$ cat config.mk
export PLATFORM = sky130hd
export DESIGN_NAME = map_sram_arbiter
export DESIGN_NICKNAME = d
export VERILOG_FILES = /design/src/rtl/map_pkg.sv /design/src/rtl/map_sram_arbiter.sv
export SDC_FILE = /design/constraint.sdc
export NUM_CORES = 1
export LEC_CHECK = 0
export ABC_AREA = 1
export CORE_MARGIN = 1
export CORE_UTILIZATION = 32
export CTS_CLUSTER_SIZE = 8
export DETAILED_ROUTE_END_ITERATION = 6
export GPL_ROUTABILITY_DRIVEN = 0
export PLACE_DENSITY = 0.87
export REMOVE_ABC_BUFFERS = 1
export SLEW_MARGIN = 20
export SYNTH_ARGS = -nofsm -noshare
export SYNTH_HDL_FRONTEND = slang
export SYNTH_SLANG_ARGS = --single-unit
export TNS_END_PERCENT = 1
$ cat constraint.sdc
create_clock -name clk -period 3.5 [get_ports clk]
set_clock_uncertainty 0.1 [all_clocks]
set_input_delay 0.35 -clock clk [delete_from_list [all_inputs] [get_ports clk]]
set_output_delay 0.35 -clock clk [all_outputs]
set_load 0.02 [all_outputs]
$ cat src/rtl/map_pkg.sv
// Shared types and constants for the routing-map SRAM arbiter: FSM encoding,
// map cell codes and the round-robin tie resolver.
package map_pkg;

  typedef enum logic [1:0] {
    ST_IDLE = 2'd0,
    ST_OWN0 = 2'd1,
    ST_OWN1 = 2'd2,
    ST_TURN = 2'd3
  } arb_state_e;

  localparam logic [7:0] CELL_FREE     = 8'd238;
  localparam logic [7:0] CELL_BLOCK    = 8'd255;
  localparam logic [7:0] CELL_NET2     = 8'd17;
  localparam logic [7:0] PIN_BASE_ADDR = 8'd128;

  localparam int STAT_CYC_W  = 16;
  localparam int STAT_CONF_W = 8;

  // Returns the index of the master to grant; on a tie the one that did not own last.
  function automatic logic rr_pick(input logic req0, input logic req1, input logic last_owner);
    if (req0 && req1) return ~last_owner;
    return req1;
  endfunction

endpackage

$ cat src/rtl/map_sram_arbiter.sv
// Two-master hold-lock arbiter for the single-port routing-map SRAM.
// Optional per-master ownership and conflict counters under MAP_ARB_STATS_EN.
module map_sram_arbiter
  import map_pkg::*;
#(
  parameter int DATA_WIDTH  = 8,
  parameter int ADDR_WIDTH  = 8,
  parameter int TURN_CYCLES = 2
) (
  input  logic                   clk,
  input  logic                   reset,
  input  logic                   m0_req,
  output logic                   m0_gnt,
  input  logic                   m0_cs,
  input  logic                   m0_we,
  input  logic [ADDR_WIDTH-1:0]  m0_addr,
  input  logic [DATA_WIDTH-1:0]  m0_wdata,
  input  logic                   m1_req,
  output logic                   m1_gnt,
  input  logic                   m1_cs,
  input  logic                   m1_we,
  input  logic [ADDR_WIDTH-1:0]  m1_addr,
  input  logic [DATA_WIDTH-1:0]  m1_wdata,
  output logic [DATA_WIDTH-1:0]  rdata,
  output logic                   sram_cs,
  output logic                   sram_we,
  output logic [ADDR_WIDTH-1:0]  sram_addr,
  output logic [DATA_WIDTH-1:0]  sram_wdata,
  input  logic [DATA_WIDTH-1:0]  sram_rdata,
`ifdef MAP_ARB_STATS_EN
  output logic [STAT_CYC_W-1:0]  m0_cycles,
  output logic [STAT_CYC_W-1:0]  m1_cycles,
  output logic [STAT_CONF_W-1:0] conflict_cnt,
`endif
  output logic                   busy
);

  // state   | meaning
  // IDLE    | no owner, arbitrate pending requests
  // OWN0    | router owns the SRAM
  // OWN1    | host port owns the SRAM
  // TURN    | handover gap, lets the last read return before a new owner

  localparam int TURN_W    = (TURN_CYCLES > 1) ? $clog2(TURN_CYCLES) : 1;
  localparam int TURN_LOAD = (TURN_CYCLES > 0) ? TURN_CYCLES - 1 : 0;

  arb_state_e        state_q;
  logic              m0_gnt_q;
  logic              m1_gnt_q;
  logic              last_owner_q;
  logic [TURN_W-1:0] turn_q;

  always_ff @(posedge clk) begin
    if (reset) begin
      state_q      <= ST_IDLE;
      m0_gnt_q     <= 1'b0;
      m1_gnt_q     <= 1'b0;
      last_owner_q <= 1'b1;
      turn_q       <= '0;
    end else begin
      case (state_q)
        ST_IDLE: begin
          if (m0_req || m1_req) begin
            if (rr_pick(m0_req, m1_req, last_owner_q)) begin
              state_q  <= ST_OWN1;
              m1_gnt_q <= 1'b1;
            end else begin
              state_q  <= ST_OWN0;
              m0_gnt_q <= 1'b1;
            end
          end
        end
        ST_OWN0: begin
          if (!m0_req) begin
            state_q      <= ST_TURN;
            m0_gnt_q     <= 1'b0;
            last_owner_q <= 1'b0;
            turn_q       <= TURN_W'(TURN_LOAD);
          end
        end
        ST_OWN1: begin
          if (!m1_req) begin
            state_q      <= ST_TURN;
            m1_gnt_q     <= 1'b0;
            last_owner_q <= 1'b1;
            turn_q       <= TURN_W'(TURN_LOAD);
          end
        end
        ST_TURN: begin
          if (turn_q == '0) state_q <= ST_IDLE;
          else              turn_q  <= turn_q - 1'b1;
        end
        default: begin
          state_q  <= ST_IDLE;
          m0_gnt_q <= 1'b0;
          m1_gnt_q <= 1'b0;
        end
      endcase
    end
  end

  // Owner's bus goes straight through; everything else sees an idle, zeroed bus.
  always_comb begin
    sram_cs    = 1'b0;
    sram_we    = 1'b0;
    sram_addr  = '0;
    sram_wdata = '0;
    if (m0_gnt_q) begin
      sram_cs    = m0_cs;
      sram_we    = m0_we;
      sram_addr  = m0_addr;
      sram_wdata = m0_wdata;
    end else if (m1_gnt_q) begin
      sram_cs    = m1_cs;
      sram_we    = m1_we;
      sram_addr  = m1_addr;
      sram_wdata = m1_wdata;
    end
  end

  assign m0_gnt = m0_gnt_q;
  assign m1_gnt = m1_gnt_q;
  assign rdata  = sram_rdata;
  assign busy   = (state_q != ST_IDLE);

`ifdef MAP_ARB_STATS_EN
  logic [STAT_CYC_W-1:0]  m0_cycles_q;
  logic [STAT_CYC_W-1:0]  m1_cycles_q;
  logic [STAT_CONF_W-1:0] conflict_q;

  always_ff @(posedge clk) begin
    if (reset) begin
      m0_cycles_q <= '0;
      m1_cycles_q <= '0;
      conflict_q  <= '0;
    end else begin
      if (state_q == ST_OWN0 && m0_cycles_q != '1) m0_cycles_q <= m0_cycles_q + 1'b1;
      if (state_q == ST_OWN1 && m1_cycles_q != '1) m1_cycles_q <= m1_cycles_q + 1'b1;
      if (state_q == ST_IDLE && m0_req && m1_req && conflict_q != '1)
        conflict_q <= conflict_q + 1'b1;
    end
  end

  assign m0_cycles    = m0_cycles_q;
  assign m1_cycles    = m1_cycles_q;
  assign conflict_cnt = conflict_q;
`endif

endmodule

# Yosys cells after proc, flatten, opt, wreduce, memory -nomap -nowiden
# Cells that the tools add are included.
[classes]
add_sub_neg = 1
n_eq_ne = 9
n_mux = 36
bitwise_logic = 1
reduce_logical = 13
[ops]
columns = ["operator", "count"]
rows = [
  ["8-bit two-way mux", 4],
  ["1-bit two-way mux", 22],
  ["2-bit inequality test, second input constant", 6],
  ["4-bit AND reduction", 3],
  ["2-bit two-way mux", 5],
  ["2-bit case mux with 4 select lines", 1],
  ["2-bit nonzero test", 4],
  ["1-bit case mux with 2 select lines", 3],
  ["3-bit AND reduction", 2],
  ["2-bit equality test, second input constant", 2],
  ["1-bit case mux with 3 select lines", 1],
  ["3-bit nonzero test", 1],
  ["2-bit by 1-bit equality test with 1-bit output, second input constant", 1],
  ["2-bit zero test", 1],
  ["1-bit logical AND", 1],
  ["1-bit logical OR", 1],
  ["1-bit NOT", 1],
  ["1-bit subtractor, second input constant", 1],
]
[totals]
register_bits = 6
input_bits = 48

# Depth between registers and ports, before layout
# Gate-level depths: netlist (run 1).
[logic_depth]
depth_word = 12
ltp_mapped = 9
mapped_depth_nobuf = 9

# Least setup slack after synthesis (run 1)
# Ideal clock, no wire load.
[synth_path]
path_type = "flip-flop to output port"
start = "register m1_gnt_q, in the netlist m1_gnt"
end = "output port sram_addr[1]"
t_arrival_ns = 1.070
required_time_ns = 3.050
slack_ns = 1.980
path_stages_with_launch = 5
path_buffers = 2
cell_sequence = "dfxtp_1 > buf_2 > buf_2 > nand3_1 > nand2_1"
[synth_between]
elab_chain_len = 2
[synth_lines]
columns = ["item", "line_no", "rtl"]
rows = [
  ["start, declared", "map_sram_arbiter.sv:49", "logic m1_gnt_q;"],
  ["start signal, assigned", "map_sram_arbiter.sv:57", "m1_gnt_q <= 1'b0;"],
  ["start signal, assigned", "map_sram_arbiter.sv:66", "m1_gnt_q <= 1'b1;"],
  ["start signal, assigned", "map_sram_arbiter.sv:84", "m1_gnt_q <= 1'b0;"],
  ["8-bit two-way mux", "map_sram_arbiter.sv:113", "end else if (m1_gnt_q) begin"],
  ["8-bit two-way mux", "map_sram_arbiter.sv:108", "if (m0_gnt_q) begin"],
  ["end, declared", "map_sram_arbiter.sv:27", "output logic [ADDR_WIDTH-1:0] sram_addr,"],
]
# Every way passes these cells.

# Final worst setup path (run 1)
[layout_path]
start = "register m0_gnt_q, in the netlist m0_gnt"
end = "output port sram_addr[4]"
[layout_between]
elab_chain_len = 1
[layout_lines]
columns = ["item", "line_no", "rtl"]
rows = [
  ["start, declared", "map_sram_arbiter.sv:48", "logic m0_gnt_q;"],
  ["start signal, assigned", "map_sram_arbiter.sv:56", "m0_gnt_q <= 1'b0;"],
  ["start signal, assigned", "map_sram_arbiter.sv:69", "m0_gnt_q <= 1'b1;"],
  ["start signal, assigned", "map_sram_arbiter.sv:76", "m0_gnt_q <= 1'b0;"],
  ["8-bit two-way mux", "map_sram_arbiter.sv:108", ""],
]
# Every way passes these cells.

==> results of run 1 <==
[critical path: cells and delay by family, from the launching register on]
kind	cells	cell delay, ns
and+or+nand+nor	2	0.20
buffers and inverters	2	0.75
DFF	1	0.75
[synthesized netlist by cell type]
| cell type | count | share of area |
|---|---|---|
| or2_1 | 1 | 0.0081 |
| o21ai_1 | 1 | 0.0065 |
| inv_2 | 1 | 0.0049 |
| inv_4 | 1 | 0.0081 |
| nand3_2 | 2 | 0.026 |
| nand2_2 | 2 | 0.016 |
| o21ai_0 | 2 | 0.013 |
| buf_2 | 3 | 0.019 |
| inv_1 | 9 | 0.044 |
| nor2_1 | 10 | 0.049 |
| a21oi_1 | 3 | 0.019 |
| nand2_1 | 55 | 0.27 |
| ha_1 | 7 | 0.11 |
| nor2_2 | 1 | 0.0081 |
| buf_4 | 10 | 0.097 |
| nand3_1 | 22 | 0.14 |
| dfxtp_1 | 6 | 0.16 |
[per-layer routing]
layer | part of all wire | track usage | up-vias
met3 | 0.092 | 0.09524 | 8
met2 | 0.48 | 0.3289 | 44
met5 | 0 | 0 | -
li1 | - | - | 518
met4 | 0.037 | 0.07407 | 0
met1 | 0.39 | 0.1975 | 426
[how the worst min path moves through the flow]
stage / start / to / slack [ns]
after floorplan: reset / turn_q / 0.32
after global placement: turn_q / turn_q / 0.36
after detailed placement: turn_q / turn_q / 0.37
after CTS: turn_q / turn_q / 0.38
after global routing: turn_q / turn_q / 0.42
final: turn_q / turn_q / 0.39
[flip-flops by register name, summed over array words and instances (netlist names)]
| signal | cells |
|---|---|
| m1_gnt | 1 |
| turn_q | 1 |
| last_owner_q | 1 |
| state_q | 2 |
| m0_gnt | 1 |
[metrics by stage]
step / cell area, sq um / total power [W] / setup WS, ns / instances
detailed placement: 1316 / 0.0008364 / 1.366 / 211
CTS: 1339 / 0.0009038 / 1.092 / 214
finish: 1339 / 0.0008963 / 1.113 / 214
floorplan: 680.7 / 0.0005484 / 1.903 / 123
global placement: 1316 / 0.0008214 / 1.402 / 211
global route: 1339 / 0.0009920 / 0.9632 / 214
[final cells by class]
type,count,share of cell area
Timing Repair Buffer,60,0.4486
Multi-Input combinational cell,106,0.3860
Sequential cell,6,0.08972
Inverter,11,0.03271
Tap cell,28,0.02617
Clock buffer,3,0.01682
[logic make-up after synthesis]
family | Yosys count | share of synthesized area
DFF | 6 | 0.1559
AOI/OAI and AO/OA | 6 | 0.03895
adders and majority gates | 7 | 0.1136
and+or+nand+nor | 93 | 0.5179
buffers and inverters | 24 | 0.1737
[where the power goes]
group / switching [W] / internal, W
clock: 0.0000229 / 0.0000386
sequential: 0.0000676 / 0.000100
combinational: 0.000358 / 0.000309
total: 0.000448 / 0.000448
==> impl_summary.md, run 1 <==
Pwr
The leakage power summed over all cells is 0.6587 nW. The cell area power density is 669.5 nW/um^2. The maximum vdd drop is 0.0004995 V.

Global route
The number of global-route vias before repair is 899. Across every metal layer, demand over resource in global routing totals 0.1917. The initial antenna violation count is 0. The global-route wire length before repair is 3843 um. The pin count of the biggest net entering global routing is 21.

Summed over all layers, the global routing overflow is 0.

Worst setup path
The required time of the worst setup path is 3.05 ns. The critical path is of the reg2out type. The cell at the slowest stage of the critical path is dfxtp_1. The data arrival time of the worst path is 1.94 ns. Across all register-to-register paths, the minimum setup slack is 2.01 ns. Walking the worst path, the cells encountered are inv_4, nand3_1, nand2_1, clkdlybuf4s50_1. On the worst path, the slowest cell contributes a delay of 0.75 ns. The endpoint identified for the worst register-to-register timing path is m1_gnt. The worst register-to-register path begins at state_q[0]. The start point of the critical path is m0_gnt. STA classifies the critical path startpoint as a flip-flop. The number of cell instances on the worst register-to-register path is 8. Along the worst path, the maximum fanout reaches 20.

In this run the worst setup path terminates at sram_addr[4]. STA classifies the critical path endpoint as a primary output.

CTS
In this run, post-CTS repair resized a total of 0 instances. After clock tree synthesis, the clock-pin slew on the worst setup and hold paths is 0.04 ns. The TritonCTS buffer count is 3.

The later-pin clock latency in the skew report is 0.24 ns. TritonCTS built the clock tree. CTS built an H-tree with a depth of 1. The count of hold-fix buffers inserted at cts is 0. Counting every sink on the clock net gives 6. Counting along the longest clock path gives a buffer depth of 2. The tree is rooted in a clkbuf_4. The post-CTS setup repair buffer count is 0.

Layout
The final layout contains 243 nets. The diode insertion count for antenna repair is 0. The filler cell count is 209. For this run, the share of the core covered by cells in the final layout is 0.5994. The multi-input combinational cells in the finished layout cover a total of 516.7 sq um. The most common cell after layout, fill and taps aside is clkdlybuf4s50_1. Relative to the synthesized area, the layout overhead comes to 73.70%. In the layout the commonest cells are clkdlybuf4s50_1, nand2_1, nand3_1. The sequential cells in the finished layout cover a total of 120.1 sq um.

The proportion of layout cells with a drive suffix above 1 is 0.05376.

STA
Setup repair after global routing left no endpoint under its margin. For the pin with the worst max-slew slack, the measured transition is 0.6736 ns. The number of hold violations in the final report is 0. The time the final worst path needs with I/O delays and setup is 2.387 ns.

Setup total negative slack on the finished layout was measured at 0 ns. The worst slack on hold paths is 0.3854 ns. The max-slew violation count is 0. The share of the clock period used by the worst path after layout is 0.6820. The relative slew slack is 0.5503. The count of final setup violators is 0. For this run, the top clock speed supported by timing is 418.9 MHz.

Run status
The flow ran to the end, and the final reports show no timing, DRC or antenna violations.

Floorplanning
In this run the vertical extent of the chip is 51.08 um. The starting density of the core is 0.3451. In this run the count of I/O pins placed on the die edge is 77.

The area inside the core boundary is 2233 sq um. The horizontal die dimension is 51.08 um. The area of the die is 2609 sq um.

The number of rows created at floorplan is 17.

Drt
The count of vias placed by the detailed router is 996. The iteration-0 DRC count of the detailed router is 13. The residual antenna-violating net count after detailed routing is 0.

Before antenna repair, the detailed router went through 4 iterations. After detailed routing, the average wire length per cell comes to 11.25 um. Summed over all layers, the routed wires come to 2408 um. The mean number of vias per cell is 4.654. After detailed routing, the number of remaining DRC violations is 0.

Logic synthesis
In this run, synthesis produced a sequential element count of 6. Each instance of the synthesized netlist takes up on average 5.667 sq um. The mapped netlist covers 770.7 sq um.

During synthesis, Yosys emitted a total of 0 warnings. After technology mapping, the gate count stands at 136. For this run, the register share of the synthesized area comes to 0.1558. The number of different library cells in the post-synthesis netlist is 17.

Place
The port buffer count is 60. Detailed placement ended at an HPWL of 1952 um.

Min path
The number of cells on the worst hold path is 2. The worst hold-check path type is reg2reg.

Run
The number of maximum-capacitance constraint violations is 0.
No activity file was read; power rests on OpenSTA's default activity.
==> inputs of run 2 (changes only) <==
CORE_UTILIZATION = 29   (was 32)
PLACE_DENSITY = 0.8   (was 0.87)
clock period = 2.3 ns   (was 3.5 ns; I/O delays follow)
==> impl_summary.md, run 2 (same netlist as run 1, synthesis figures left out) <==
Global route
The total routing usage reported by global routing is 0.1611. The first global-routing pass estimated 3401 um of wire. The initial antenna violation count is 0. The number of global-route vias before repair is 874.

The pin count of the biggest net entering global routing is 20. The total overflow left after global routing is 0.

CTS
The post-cts repair resize count is 0. After clock tree synthesis, the flow added hold-fix buffers numbering 0. The tree built by TritonCTS fans out to 6 sinks. In this run the post-CTS setup repair buffer count came out at 0. The number of H-tree levels is 1. Clock latency on the worst-skew pair, taken at its later pin, is 0.25 ns.

The number of buffers on the longest clock path is 2. The cell at the root of the clock tree is clkbuf_4. The TritonCTS buffer count is 3. TritonCTS built the clock tree.

After clock tree synthesis, the clock-pin slew on the worst setup and hold paths is 0.04 ns.

Run status
The flow ran to the end, and the final reports show no timing, DRC or antenna violations.

Pwr
The leakage power summed over all cells is 0.6691 nW. Overall power consumption after layout is estimated at 0.001386 W. The cell area power density is 1022 nW/um^2.

The worst-case IR drop observed on VDD is 0.0005788 V.

Drt
The residual antenna-violating net count after detailed routing is 0. Signal routing reaches up to met4. The post-route DRC violation count is 0. The iteration-0 DRC count of the detailed router is 17. The met2 wire length is 1223 um. The count of vias placed by the detailed router is 1035. The detailed router put a total of 783 um of wire on met1. Before antenna repair, the detailed router went through 4 iterations. The total wirelength of the detailed-routed design is 2366 um. The routed length per instance is 10.85 um. The mean number of vias per cell is 4.748. The total met3 wirelength after detailed routing is 351 um.

Min path
The worst hold-check path type is in2out.

Worst setup path
The most used cell along the critical path is inv_1. The largest fanout on the critical path is 5. The total buffers and inverters traversed by the critical path is 3. Traced cell by cell, the critical path runs through inv_1, ha_1, inv_1, clkdlybuf4s50_1. The data arrival time of the worst path is 1.75 ns.

The endpoint identified for the worst register-to-register timing path is m1_gnt. The type of destination of the critical path is a primary output. At the worst endpoint, the required time is 1.97 ns. The worst setup slack for register-to-register paths is 0.84 ns. The worst register-to-register path has a depth of 8. The largest individual stage delay along the critical path comes from the cell clkdlybuf4s50_1. The beginning of the worst register-to-register path is state_q[0].

The most critical setup path has its endpoint at busy. The critical path crosses 4 cells after its start point. The worst setup path is of the reg2out kind. The largest stage delay on the critical path is 0.60 ns. Grouping stages by cell kind, the critical path spends the most delay in buffers and inverters. Tracing the worst setup path back leads to its startpoint at state_q[0].

STA classifies the critical path startpoint as a flip-flop.

STA
The relative slew slack is 0.7833. The least setup slack across all paths after layout is 0.2244 ns. Of the available clock period, the critical path in the final layout requires 0.9024. The count of final setup violators is 0. The sum of negative setup slack is 0 ns. The number of hold violations in the final report is 0. Setup repair after global routing left no endpoint under its margin. The clock period could shrink to 2.076 ns. Static timing analysis puts the maximum clock frequency at 481.8 MHz. For the pin with the worst max-slew slack, the measured transition is 0.3246 ns. The max-slew violation count is 0.

Floorplanning
The starting density of the core is 0.3083. The area inside the core boundary is 2500 sq um. The area of the die is 2868 sq um.

The die is 53.56 um wide. The die outline height is 53.56 um. The number of rows created at floorplan is 18. The number of primary I/O pins is 77.

Place
At the placement stage, the worst setup path has a slack of 0.4951 ns. Detailed placement finished with a half-perimeter wire length of 2000 um. The port buffer count is 60. In this run the cell area measured after placement is 1334 sq um.

Run
The number of maximum-capacitance constraint violations is 0.

Layout
The final-stage net count is 245. Of the cells placed in the final design, the portion with a size suffix greater than 1 is 0.06383. The diode insertion count for antenna repair is 0. The most common cell after layout, fill and taps aside is clkdlybuf4s50_1. Counting the fill cells in the layout gives 239. state_q holds more flip-flops than any other register. The register with the most flip-flops in the layout has 2 of them.

The layout overhead on the synthesized area is 75.97%. In the layout the commonest cells are clkdlybuf4s50_1, nand2_1, nand3_1. The finished layout cell area is 1356 sq um. Summing all multi-input logic gate instances after layout gives 516.7 sq um. The footprint of the flip-flops and latches is 120.1 sq um.
run 2: changes by cell type in the layout (fill, tap and decap cells not counted):
cell	delta
buf_4	+2
run 2: metrics by stage:
stage | utilization | hold WS, ns | cells
CTS | 0.5425 | 0.3602 | 218
finish | 0.5425 | 0.3601 | 218
global placement | 0.5335 | 0.3555 | 215
floorplan | - | 0.1991 | 123
detailed placement | 0.5335 | 0.3602 | 215
global route | 0.5425 | 0.3601 | 218
run 2: where the power goes:
group | switching (W) | total [W] | internal (W)
clock | 0.0000409 | 0.000100 | 0.0000592
sequential | 0.0000505 | 0.000203 | 0.000152
combinational | 0.000596 | 0.00108 | 0.000488
total | 0.000687 | 0.00139 | 0.000699
run 2: how the worst min path moves through the flow:
stage | cells past startpoint | startpoint | end | slack [ns]
2_1_floorplan | 1 | reset | turn_q | 0.20
3_3_place_gp | 2 | turn_q | turn_q | 0.36
3_5_place_dp | 0 | sram_rdata[0] | rdata[0] | 0.36
4_1_cts | 0 | sram_rdata[0] | rdata[0] | 0.36
5_1_grt | 0 | sram_rdata[1] | rdata[1] | 0.36
6_report | 0 | sram_rdata[0] | rdata[0] | 0.36
run 2: per-layer routing:
layer,vias to the layer above,global-route usage
li1,523,-
met1,451,0.1371
met2,59,0.3146
met3,2,0.1017
met4,0,0.02632
met5,-,0
run 2: worst register-to-register path: stages, from the launching register on:
cell and delay [ns]:
dfxtp_1 0.38, inv_1 0.13, ha_1 0.25, nand2_2 0.11, inv_1 0.05, a21oi_1 0.16
nand3_1 0.09, nand2_1 0.06, nor2_1 0.03
run 2: final cells by class:
cell class,count,share of cell area
inverter,11,0.03229
multi-input combinational,106,0.3810
timing repair buffer,62,0.4539
tap,30,0.02768
sequential,6,0.08856
clock buffer,3,0.01661
==> inputs of run 3 (changes only) <==
CORE_MARGIN = not set   (was 1)
==> results of run 3 <==
Same layout as run 2: the final DEF is identical, and so are final timing and power.
